### src/rtl/program_loader.sv
// Framed byte-stream loader: writes LEN-prefixed program bytes into memory,
// verifies the trailing checksum and releases the processor via cpu_run.
module program_loader #(
  parameter logic [7:0]  BASE_ADDR = 8'h00,
  parameter int unsigned TIMEOUT   = 1024
) (
  input  logic       clk,
  input  logic       rst_n,
  input  logic       load_req,
  input  logic       in_valid,
  input  logic [7:0] in_data,
  output logic       in_ready,
  output logic       mem_we,
  output logic [7:0] mem_addr,
  output logic [7:0] mem_wdata,
  output logic       cpu_run,
  output logic       busy,
  output logic       error,
  output logic [8:0] byte_count
);

  typedef enum logic [2:0] {
    S_IDLE, S_LEN, S_DATA, S_CSUM, S_RUN, S_ERR
  } state_t;

  localparam int unsigned TW = $clog2(TIMEOUT + 1);
  localparam logic [TW-1:0] TLIM = TW'(TIMEOUT - 1);

  state_t        state, state_nxt;
  logic [TW-1:0] tcnt;
  logic [8:0]    len;
  logic [7:0]    csum;
  logic [7:0]    csum_final;
  logic          xfer;
  logic          start;
  logic          last_data;
  logic          tmo;

  always_comb begin
    xfer       = in_valid && in_ready;
    start      = load_req && (state == S_IDLE || state == S_RUN || state == S_ERR);
    last_data  = (byte_count + 9'd1) == len;
    csum_final = csum + in_data;
    // Timeout fires on the idle cycle that would bring the counter to TIMEOUT.
    tmo        = busy && !in_valid && (tcnt == TLIM);
  end

  always_ff @(posedge clk or negedge rst_n) begin
    if (!rst_n) state <= S_IDLE;
    else        state <= state_nxt;
  end

  always_comb begin
    state_nxt = state;
    unique case (state)
      S_IDLE, S_RUN, S_ERR: if (load_req) state_nxt = S_LEN;
      S_LEN: begin
        if (tmo)       state_nxt = S_ERR;
        else if (xfer) state_nxt = S_DATA;
      end
      S_DATA: begin
        if (tmo)                    state_nxt = S_ERR;
        else if (xfer && last_data) state_nxt = S_CSUM;
      end
      S_CSUM: begin
        if (tmo)       state_nxt = S_ERR;
        else if (xfer) state_nxt = (csum_final == 8'h00) ? S_RUN : S_ERR;
      end
      default: state_nxt = S_IDLE;
    endcase
  end

  always_comb begin
    busy     = (state == S_LEN) || (state == S_DATA) || (state == S_CSUM);
    in_ready = busy;
    cpu_run  = (state == S_RUN);
    error    = (state == S_ERR);
  end

  always_ff @(posedge clk or negedge rst_n) begin
    if (!rst_n) begin
      mem_we     <= 1'b0;
      mem_addr   <= BASE_ADDR;
      mem_wdata  <= '0;
      byte_count <= '0;
      csum       <= '0;
      tcnt       <= '0;
      len        <= '0;
    end else begin
      mem_we <= 1'b0;
      if (start) begin
        byte_count <= '0;
        csum       <= '0;
        tcnt       <= '0;
      end else if (busy) begin
        tcnt <= xfer ? '0 : tcnt + 1'b1;
        if (xfer && state == S_LEN)
          len <= (in_data == 8'h00) ? 9'd256 : {1'b0, in_data};
        if (xfer && state == S_DATA) begin
          mem_we     <= 1'b1;
          mem_addr   <= BASE_ADDR + byte_count[7:0];
          mem_wdata  <= in_data;
          byte_count <= byte_count + 9'd1;
          csum       <= csum_final;
        end
      end
    end
  end

endmodule

### config.mk
export PLATFORM = sky130hd
export DESIGN_NAME = program_loader
export DESIGN_NICKNAME = d
export VERILOG_FILES = /design/src/rtl/program_loader.sv
export SDC_FILE = /design/constraint.sdc
export NUM_CORES = 1
export LEC_CHECK = 0
export ABC_AREA = 1
export CAP_MARGIN = 0
export CORE_ASPECT_RATIO = 1.75
export CORE_MARGIN = 4
export CORE_UTILIZATION = 45
export CTS_BUF_LIST = sky130_fd_sc_hd__clkbuf_2
export CTS_CLUSTER_SIZE = 14
export DETAILED_ROUTE_END_ITERATION = 10
export PLACE_DENSITY = 0.67
export REMOVE_ABC_BUFFERS = 1
export SLEW_MARGIN = 5
export SYNTH_ARGS = -nofsm -noshare
export SYNTH_HDL_FRONTEND = slang
export SYNTH_SLANG_ARGS = --single-unit
### constraint.sdc
create_clock -name clk -period 6.3 [get_ports clk]
set_clock_uncertainty 0.2 [all_clocks]
set_input_delay 0.63 -clock clk [delete_from_list [all_inputs] [get_ports clk]]
set_output_delay 0.63 -clock clk [all_outputs]
set_load 0.02 [all_outputs]
==> flow_metrics.env <==
export IMPL_status="finished clean"
export IMPL_grt_overflow=0
export IMPL_fin_crit_ps=2728
export IMPL_postLayoutSetupSlackWorst_ps=3572
export IMPL_n_fill_cell=701
export IMPL_die_h_um=121.3
export IMPL_arrival_ps=1900
export IMPL_cp_max_fo=7
export IMPL_synth_largest_area_cell="dfrtp_1"
export IMPL_final_area_um2=3876
export IMPL_p_comb_share_pct=49.9
export IMPL_io_pins=42
export IMPL_ys_ff_latch=57
export IMPL_grt_max_degree=58
export IMPL_cellPowerDensity_nw_per_um2=420.7
export IMPL_setup_tns_ps=0
export IMPL_synth_most_common_cell="nand2_1"
export IMPL_postPlaceCellArea_um2=3779
export IMPL_slew_headroom_pct=50.83
export IMPL_grt_pass1_vias=2943
export IMPL_antenna_found_initial=0
export IMPL_synth_simple_area_share_pct=32.20
export IMPL_drive_above_1_share_pct=8.230
export IMPL_max_freq_mhz=366.5
export IMPL_rows=41
export IMPL_synthArstFlopShare_pct=100.0
export IMPL_port_buffers=41
export IMPL_slew_viol_final=0
export IMPL_netlist_area_um2=3303
export IMPL_path_clk_slew_ps=170
export IMPL_hold_viol_final=0
export IMPL_coreArea_um2=7182
export IMPL_drt_pass1_iterations=4
export IMPL_p_switching_uw=738.9
export IMPL_ys_seq_area_share_pct=43.18
export IMPL_clockPowerShare_pct=13.8
export IMPL_start_util_pct=45.99
export IMPL_synth_fa_ha_area_share_pct=4.015
export IMPL_synth_common_cells="121 x nand2_1, 57 x dfrtp_1, 56 x inv_1"
export IMPL_cts_tree="yes"
export IMPL_antennaDiodeCount=0
export IMPL_ant_nets=0
export IMPL_cellLeakagePower_nw=1.879
export IMPL_swShare_pct=45.31
export IMPL_yosys_cell_types_count=33
export IMPL_worstSetupPathType="reg -> out"
export IMPL_clockBufferDepth=2
export IMPL_rsz0062_at_grt="no"
export IMPL_numCtsBuffers=9
export IMPL_drt_iter0_drc=180
export IMPL_multi_input_area_um2=1603
export IMPL_critPathRequiredTime_ps=5470
export IMPL_final_nets=504
export IMPL_postCtsSetupBuffers=0
export IMPL_endpoint_kind="output port"
export IMPL_dpl_hpwl_um=5631
export IMPL_synth_flop_cell="dfrtp_1"
export IMPL_cts_root_buf="clkbuf_2"
export IMPL_worst_ir_drop_vdd_mv=0.2366
export IMPL_cp_start_kind="flop"
export IMPL_netlist_area_leader_share_pct=43.18
export IMPL_route_vias_total=2969
export IMPL_drc_errors=0
export IMPL_synthCells=439
export IMPL_cts_sinks=57
export IMPL_gp_congestion=0.8193
export IMPL_yosysWarnings=0
export IMPL_grt_usage_pct=19.14
export IMPL_synth_compound_area_share_pct=10.19
export IMPL_synth_top_family_by_area="simple AND/OR/NAND/NOR gates"
export IMPL_setup_violations=0
export IMPL_seqPwrFrac_pct=36.3
export IMPL_intPower_uw=891.9
export IMPL_post_place_ws_ps=3346
export IMPL_die_area_um2=8829
export IMPL_worst_slew_pin_transition_ps=736.4
export IMPL_die_x_um=72.77
export IMPL_wl_per_cell_um=13.44
export IMPL_grt_first_pass_wirelength_um=13030
export IMPL_ff2ff_setup_slack_ps=3830
export IMPL_synth_edf_count=0
export IMPL_htreeDepth=3
export IMPL_synth_area_per_cell_um2=7.524
export IMPL_worstSkewPairLatency_ps=520
export IMPL_synth_mux_area_share_pct=0
export IMPL_period_share_pct=43.31
export IMPL_cts_resized=0
export IMPL_syn2layout_area_growth_pct=17.35
export IMPL_wirelength_um=7688
export IMPL_cap_violations=0
export IMPL_regArea_um2=1426
export IMPL_cts_hold_fix_buffers=0
export IMPL_netlist_top_cells_area="dfrtp_1 43%, nand2_1 14%, nand3_1 6.8%"
export IMPL_holdCritPathClass="in -> async"
export IMPL_synth_xor_area_share_pct=2.121
export IMPL_avgViaCountPerCell=5.191
## worst paths after layout
check                                            to                       from  cells after the start
hold reg to reg             mem_addr[4]$_DFFE_PN0P_    mem_addr[4]$_DFFE_PN0P_                      2
max in group asynchronous       csum[6]$_DFFE_PN0P_                      rst_n                      2
hold / removal             mem_wdata[2]$_DFFE_PN0P_                      rst_n                      2
min in group clk            mem_addr[4]$_DFFE_PN0P_    mem_addr[4]$_DFFE_PN0P_                      2
setup / recovery                           in_ready       state[1]$_DFFE_PN0P_                      3
setup reg to reg               state[2]$_DFFE_PN0P_  byte_count[0]$_DFFE_PN0P_                     17
## kinds of logic after synthesis
kind of cell,count (synthesis)
AO/OA/AOI/OAI,61
flip-flops,57
XOR/XNOR,8
adder cells (fa/ha/maj),10
AND/OR/NAND/NOR,232
buffers and inverters,71
## per-stage QoR
step	cells	power (mW)	hold slack, ps	util (%)
floorplan	429	1.124	134.4	-
global placement	557	1.400	265.0	52.61
detailed placement	557	1.416	271.9	52.61
CTS	572	1.644	37.05	53.97
global route	572	1.767	56.52	53.97
finish	572	1.631	22.59	53.97
## sequential cells by signal, indices dropped and copies added (netlist names)
name,count
byte_count,9
csum,8
len,9
mem_addr,8
mem_wdata,8
mem_we,1
state,3
tcnt,11
## cell type report
class	count	share of cell area, %
Sequential cell	57	36.80
Tap cell	86	2.776
Clock buffer	10	1.291
Inverter	61	5.907
Clock inverter	5	1.227
Multi-Input combinational cell	311	41.35
Timing Repair Buffer	42	10.65
## power by group through the flow
| stage | sequential, mW | combinational [mW] | clock [mW] |
|---|---|---|---|
| 3_3_place_gp | 0.596 | 0.804 | 0 |
| 2_1_floorplan | 0.650 | 0.474 | 0 |
| 4_1_cts | 0.592 | 0.822 | 0.230 |
| 6_report | 0.592 | 0.815 | 0.225 |
| 3_5_place_dp | 0.599 | 0.818 | 0 |
| 5_1_grt | 0.611 | 0.910 | 0.246 |
## worst max-delay path, stage by stage (launching register included)
cell and delay (ps):
dfrtp_1 510, nor2_1 80, nor2_2 170, clkdlybuf4s50_1 640
## cells in the final DEF, fill, tap and decap left out, types with 9 or more instances in the layout
cell type,count
clkdlybuf4s50_1,40
clkbuf_2,10
nand3_1,45
nand2_1,121
nor2_1,28
ha_1,9
o21ai_0,35
dfrtp_1,57
inv_1,56
nand4_1,9
## layer usage
| layer | part of all wire [%] | track usage [%] | up-vias |
|---|---|---|---|
| li1 | - | - | 1518 |
| met1 | 40 | 20.33 | 1371 |
| met2 | 53 | 34.28 | 59 |
| met3 | 3.7 | 4.312 | 21 |
| met4 | 3.0 | 9.700 | 0 |
| met5 | 0 | 0 | - |
No activity file was read; power rests on OpenSTA's default activity.
